File: config.mk
export PLATFORM = sky130hd
export DESIGN_NAME = uart_rx_oversample
export DESIGN_NICKNAME = d
export VERILOG_FILES = /design/src/rtl/uart_rx_oversample.sv
export SDC_FILE = /design/constraint.sdc
export NUM_CORES = 1
export LEC_CHECK = 0
export ABC_AREA = 1
export CORE_UTILIZATION = 50
export DETAILED_ROUTE_END_ITERATION = 6
export GPL_TIMING_DRIVEN = 0
export PLACE_DENSITY = 0.74
export SYNTH_ARGS = -nofsm -noshare
export SYNTH_HDL_FRONTEND = slang
export SYNTH_SLANG_ARGS = --single-unit
File: constraint.sdc
create_clock -name clk -period 1.7 [get_ports clk]
set_input_delay 0.17 -clock clk [delete_from_list [all_inputs] [get_ports clk]]
set_output_delay 0.17 -clock clk [all_outputs]
set_load 0.005 [all_outputs]
File: src/rtl/uart_rx_oversample.sv
// uart_rx_oversample
//   Receive side of the 9600-baud 8N1 board link. The line is sampled at
//   16x the bit rate from the system clock. A start bit must still be low at
//   its middle or it is treated as a glitch. Each bit is the majority of
//   three mid-bit samples. The stop bit is checked at its middle and the byte
//   is then held in a one-deep buffer with a valid/ack handshake.
// Ports
//   clk        system clock
//   reset      synchronous, active-high reset
//   rx_serial  asynchronous serial line, idle high
//   rd_ack     consumer acknowledge; pops the buffer while rx_valid is high
//   rx_data    last accepted byte
//   rx_valid   buffer holds an unread byte
//   frame_err  one-clock pulse when a stop bit is sampled low
//   overrun    sticky; a frame completed while the buffer was still full
//   busy       receiver is not idle
module uart_rx_oversample #(
  parameter int CLKS_PER_SAMPLE = 326,
  parameter int DATA_BITS       = 8
) (
  input  logic                 clk,
  input  logic                 reset,
  input  logic                 rx_serial,
  input  logic                 rd_ack,
  output logic [DATA_BITS-1:0] rx_data,
  output logic                 rx_valid,
  output logic                 frame_err,
  output logic                 overrun,
  output logic                 busy
);

  localparam int TW = (CLKS_PER_SAMPLE > 1) ? $clog2(CLKS_PER_SAMPLE) : 1;
  localparam int IW = (DATA_BITS > 1) ? $clog2(DATA_BITS) : 1;
  localparam logic [TW-1:0] TICK_LAST = TW'(CLKS_PER_SAMPLE - 1);
  localparam logic [IW-1:0] BIT_LAST  = IW'(DATA_BITS - 1);

  typedef enum logic [2:0] {
    S_IDLE  = 3'd0,
    S_START = 3'd1,
    S_DATA  = 3'd2,
    S_STOP  = 3'd3,
    S_BREAK = 3'd4
  } state_t;

  function automatic logic majority3(input logic a, input logic b, input logic c);
    return (a & b) | (a & c) | (b & c);
  endfunction

  logic                 sync1_r, rxs_r;
  logic [TW-1:0]        tick_cnt_r;
  logic                 tick_s;
  state_t               state_r, state_n;
  logic [3:0]           sc_r, sc_n;
  logic [IW-1:0]        bit_idx_r, bit_idx_n;
  logic [DATA_BITS-1:0] shift_r, shift_n;
  logic                 samp7_r, samp7_n, samp8_r, samp8_n;
  logic                 maj_s, accept_s, ferr_s;
  logic [DATA_BITS-1:0] rx_data_r, rx_data_n;
  logic                 rx_valid_r, rx_valid_n;
  logic                 overrun_r, overrun_n;
  logic                 frame_err_r, busy_r;

  assign tick_s    = (tick_cnt_r == TICK_LAST);
  // Sample 9 is taken live from rxs_r on the deciding tick; 7 and 8 were stored earlier.
  assign maj_s     = majority3(samp7_r, samp8_r, rxs_r);

  assign rx_data   = rx_data_r;
  assign rx_valid  = rx_valid_r;
  assign frame_err = frame_err_r;
  assign overrun   = overrun_r;
  assign busy      = busy_r;

  // Line synchronizer and free-running 16x sample tick generator.
  always_ff @(posedge clk) begin
    if (reset) begin
      sync1_r    <= 1'b1;
      rxs_r      <= 1'b1;
      tick_cnt_r <= '0;
    end else begin
      sync1_r    <= rx_serial;
      rxs_r      <= sync1_r;
      tick_cnt_r <= tick_s ? '0 : tick_cnt_r + TW'(1);
    end
  end

  // Frame FSM next state, mid-bit sampling and data shifting (tick cycles only).
  always_comb begin
    state_n   = state_r;
    sc_n      = sc_r;
    bit_idx_n = bit_idx_r;
    shift_n   = shift_r;
    samp7_n   = samp7_r;
    samp8_n   = samp8_r;
    accept_s  = 1'b0;
    ferr_s    = 1'b0;
    if (tick_s && (sc_r == 4'd7)) begin
      samp7_n = rxs_r;
    end else begin
      samp7_n = samp7_r;
    end
    if (tick_s && (sc_r == 4'd8)) begin
      samp8_n = rxs_r;
    end else begin
      samp8_n = samp8_r;
    end
    if (tick_s) begin
      case (state_r)
        S_IDLE: begin
          if (!rxs_r) begin
            state_n = S_START;
            sc_n    = 4'd0;
          end else begin
            state_n = S_IDLE;
          end
        end
        S_START: begin
          sc_n = sc_r + 4'd1;
          if ((sc_r == 4'd9) && maj_s) begin
            state_n = S_IDLE;          // line back high mid-start: glitch
          end else if (sc_r == 4'd15) begin
            state_n   = S_DATA;
            bit_idx_n = '0;
          end else begin
            state_n = S_START;
          end
        end
        S_DATA: begin
          sc_n = sc_r + 4'd1;            // 15 wraps to 0 for the next bit
          if (sc_r == 4'd9) begin
            shift_n = {maj_s, shift_r[DATA_BITS-1:1]};
          end else if (sc_r == 4'd15) begin
            if (bit_idx_r == BIT_LAST) begin
              state_n = S_STOP;
            end else begin
              bit_idx_n = bit_idx_r + IW'(1);
            end
          end else begin
            shift_n = shift_r;
          end
        end
        S_STOP: begin
          sc_n = sc_r + 4'd1;
          if (sc_r == 4'd9) begin
            if (maj_s) begin
              accept_s = 1'b1;
              state_n  = S_IDLE;
            end else begin
              ferr_s   = 1'b1;
              state_n  = S_BREAK;
            end
          end else begin
            state_n = S_STOP;
          end
        end
        S_BREAK: begin
          // Wait for the line to return high so a held-low line is not a new start.
          if (rxs_r) begin
            state_n = S_IDLE;
          end else begin
            state_n = S_BREAK;
          end
        end
        default: begin
          state_n = S_IDLE;
        end
      endcase
    end else begin
      state_n = state_r;
    end
  end

  // One-deep receive buffer with valid/ack handshake and sticky overrun.
  always_comb begin
    rx_data_n  = rx_data_r;
    rx_valid_n = rx_valid_r;
    overrun_n  = overrun_r;
    if (accept_s) begin
      // An ack on the accept edge frees the slot for the new byte.
      if (!rx_valid_r || rd_ack) begin
        rx_data_n  = shift_r;
        rx_valid_n = 1'b1;
        overrun_n  = 1'b0;
      end else begin
        overrun_n  = 1'b1;
      end
    end else if (rd_ack && rx_valid_r) begin
      rx_valid_n = 1'b0;
      overrun_n  = 1'b0;
    end else begin
      rx_valid_n = rx_valid_r;
    end
  end

  // FSM, datapath and output registers.
  always_ff @(posedge clk) begin
    if (reset) begin
      state_r     <= S_IDLE;
      sc_r        <= 4'd0;
      bit_idx_r   <= '0;
      shift_r     <= '0;
      samp7_r     <= 1'b0;
      samp8_r     <= 1'b0;
      rx_data_r   <= '0;
      rx_valid_r  <= 1'b0;
      overrun_r   <= 1'b0;
      frame_err_r <= 1'b0;
      busy_r      <= 1'b0;
    end else begin
      state_r     <= state_n;
      sc_r        <= sc_n;
      bit_idx_r   <= bit_idx_n;
      shift_r     <= shift_n;
      samp7_r     <= samp7_n;
      samp8_r     <= samp8_n;
      rx_data_r   <= rx_data_n;
      rx_valid_r  <= rx_valid_n;
      overrun_r   <= overrun_n;
      frame_err_r <= ferr_s;
      busy_r      <= (state_n != S_IDLE);
    end
  end

endmodule
==> impl_metrics.json <==
{
  "status": "completed",
  "vias": 1740,
  "finalSetupViolations": 0,
  "routed_wl_um": 3750,
  "grt_use_met3": 0.0521,
  "dp_hpwl_um": 2820,
  "synth_warnings": 0,
  "fin_crit_sh": 0.892,
  "cts_tree": "built",
  "initial_core_util": 0.532,
  "fin_worst_skew_ps": 3.18,
  "drive_gt1_frac": 0.128,
  "routedWlPerCell_um": 10.9,
  "hold_class": "flip-flop to flip-flop",
  "clock_latency_ps": 290,
  "ys_ff_latch": 43,
  "syn-mean-instance-area_um2": 7.27,
  "dr.pass1.iters": 4,
  "grt_antenna_before_repair": 0,
  "dieHeight_um": 65.1,
  "fp.dieW_um": 65.1,
  "regArea_um2": 861,
  "grt_overflow": 0,
  "crit_buf_inv": 2,
  "rows": 22,
  "multi_input_area_um2": 961,
  "p_per_area_nw_per_um2": 737,
  "power.leakage_nw": 0.951,
  "place_congestion": 0.851,
  "layout_common_cells": "nand2_1 (49), dfxtp_1 (43), nor2_1 (42)",
  "grt_max_degree": 13,
  "n_fill_cell": 370,
  "grtUsageMet1": 0.270,
  "cts_buffer_depth": 2,
  "synth_edf_count": 0,
  "drt_iter0_drc": 101,
  "yosysSeqAreaShare": 0.432,
  "drc": 0,
  "viasPerCell": 5.04,
  "maxSlewViolCount": 0,
  "cts_buffers": 5,
  "synth.distinct_cells": 29,
  "path_max_fanout": 4,
  "cp_top_family": "simple AND/OR/NAND/NOR gates",
  "crit_path_top_delay_cell": "dfxtp_1",
  "maxSlewHeadroom": 0.645,
  "irDropWorstVdd_mv": 0.555,
  "period_minus_slack_ps": 1520,
  "area_delta_synth_final_pct": 15.1,
  "final_nets": 307,
  "use_met2": 0.320,
  "top_usage_layer": "met2",
  "h-tree-depth": 2,
  "netlist_area_um2": 1990,
  "syn-num-nets": 285,
  "grt_pass1_wl_um": 6630,
  "final_common_cell": "nand2_1",
  "arrival_ps": 1670,
  "cts.clk_slew.worst_paths_ps": 80,
  "synth_flop_cell": "dfxtp_1",
  "crit_top_cell": "nand2_1",
  "cts-root-buf": "clkbuf_8",
  "hold_viol": 0,
  "rsz0062_at_grt": "false",
  "cp-end-kind": "flip-flop",
  "grt_usage": 0.202,
  "syn_inst": 274,
  "diodes": 0,
  "io_pins": 16,
  "die-area_um2": 4240,
  "first_global_vias": 1558,
  "ant_nets": 0,
  "core_area_um2": 3740,
  "cts.sinks": 43,
  "async_flop_share": 0,
  "fmax_ghz": 0.659,
  "io_buffers": 15,
  "critPathKind": "flip-flop to flip-flop",
  "tightest_slew_ps": 533,
  "dp_cells": 337,
  "final_area_um2": 2290,
  "place_area_um2": 2200,
  "finalSetupTns_ps": 0,
  "startpoint_type": "flip-flop",
  "finalNonFillerCells": 345,
  "cap_violations": 0,
  "path_cells": "inv_1 > ha_1 > nand3_2 > inv_2 > nand2_1 > nand2_1 > nor2_4 > nand2_1 > nand2_1 > a21oi_1",
  "cpPeakStageDelay_ps": 360,
  "required_ps": 1850
}
[worst paths after layout]
check / start / to / slack, ps / depth (start not counted)
max: sc_r[1] / bit_idx_r[1] / 180 / 10
min: sync1_r / rxs_r / 410 / 1
max reg2reg: sc_r[1] / bit_idx_r[1] / 180 / 10
min reg2reg: sync1_r / rxs_r / 410 / 1
[worst register-to-register path, delay by kind of cell, from the launching register on]
kind	cells	cell delay, ps
flip-flops	1	360
AND/OR/NAND/NOR	6	630
buffers and inverters	2	130
AO/OA/AOI/OAI	1	60
adder cells (fa/ha/maj)	1	200
[layout make-up]
type | instances | share of cell area
clock buffers | 7 | 0.0333
inverters | 37 | 0.0611
well taps | 48 | 0.0262
clock inverters | 1 | 0.00218
plain buffers | 6 | 0.0180
flip-flops and latches | 43 | 0.375
multi-input cells | 188 | 0.419
repair buffers | 15 | 0.0654
[power by group]
| part | switching [mW] | internal [mW] | leakage (nW) | total (mW) |
|---|---|---|---|---|
| clock | 0.329 | 0.288 | 0.0422 | 0.617 |
| combinational | 0.0296 | 0.0209 | 0.561 | 0.0506 |
| sequential | 0.00845 | 1.01 | 0.347 | 1.02 |
[synthesized netlist by cell type, types with 2 or more instances]
library cell / number / area (um2)
inv_2: 13 / 48.8
ha_1: 7 / 87.6
dfxtp_1: 43 / 861
inv_1: 22 / 82.6
nand3_1: 15 / 75.1
nor2_2: 2 / 12.5
o21ai_0: 13 / 65.1
clkbuf_1: 2 / 7.51
xor2_1: 2 / 17.5
nand2_1: 49 / 184
or2_2: 2 / 12.5
nand4_1: 12 / 75.1
nor3_1: 5 / 25.0
nor2_1: 44 / 165
buf_6: 2 / 22.5
nor2_4: 2 / 22.5
a21oi_1: 24 / 120
nand2_2: 3 / 18.8
nand3_2: 2 / 20.0
[through the flow]
stage               worst slack, ps   util  total power [mW]  hold slack [ps]
floorplan                       318      -              1.08              274
global placement              -53.3  0.589              1.10              392
detailed placement            -55.8  0.589              1.10              395
CTS                            85.9  0.610              1.71              414
global route                   10.8  0.613              1.77              424
finish                          183  0.613              1.69              414
[flip-flops by register name (all words and copies together) (netlist names)]
register    count
sync1_r         1
rx_data         8
samp8_r         1
samp7_r         1
bit_idx_r       3
state_r         3
rx_valid        1
sc_r            4
overrun         1
shift_r         8
tick_cnt_r      9
rxs_r           1
frame_err       1
busy            1
[cells by family (layout without fill, tap and decap cells)]
group / count (synthesis) / after routing / synth area share
AOI/OAI and AO/OA: 39 / 39 / 0.0992
xor gates and xnor gates: 3 / 3 / 0.0132
adders and majority gates: 7 / 7 / 0.0439
buffers and inverters: 43 / 66 / 0.0910
DFF: 43 / 43 / 0.432
and+or+nand+nor: 139 / 139 / 0.321
[repair_timing]
action	in CTS	in global routing
hold buffers	0	0
gates resized for setup	0	3
buffers inserted	0	0
endpoints found under the setup margin	0	4
[metal layers]
layer / vias up / wire (um) / part of all wire
li1: 922 / - / -
met1: 794 / 1890 / 0.50
met2: 19 / 1700 / 0.45
met3: 5 / 123 / 0.033
met4: 0 / 39 / 0.010
met5: - / 0 / 0
Power figures use the tool's default switching activity.
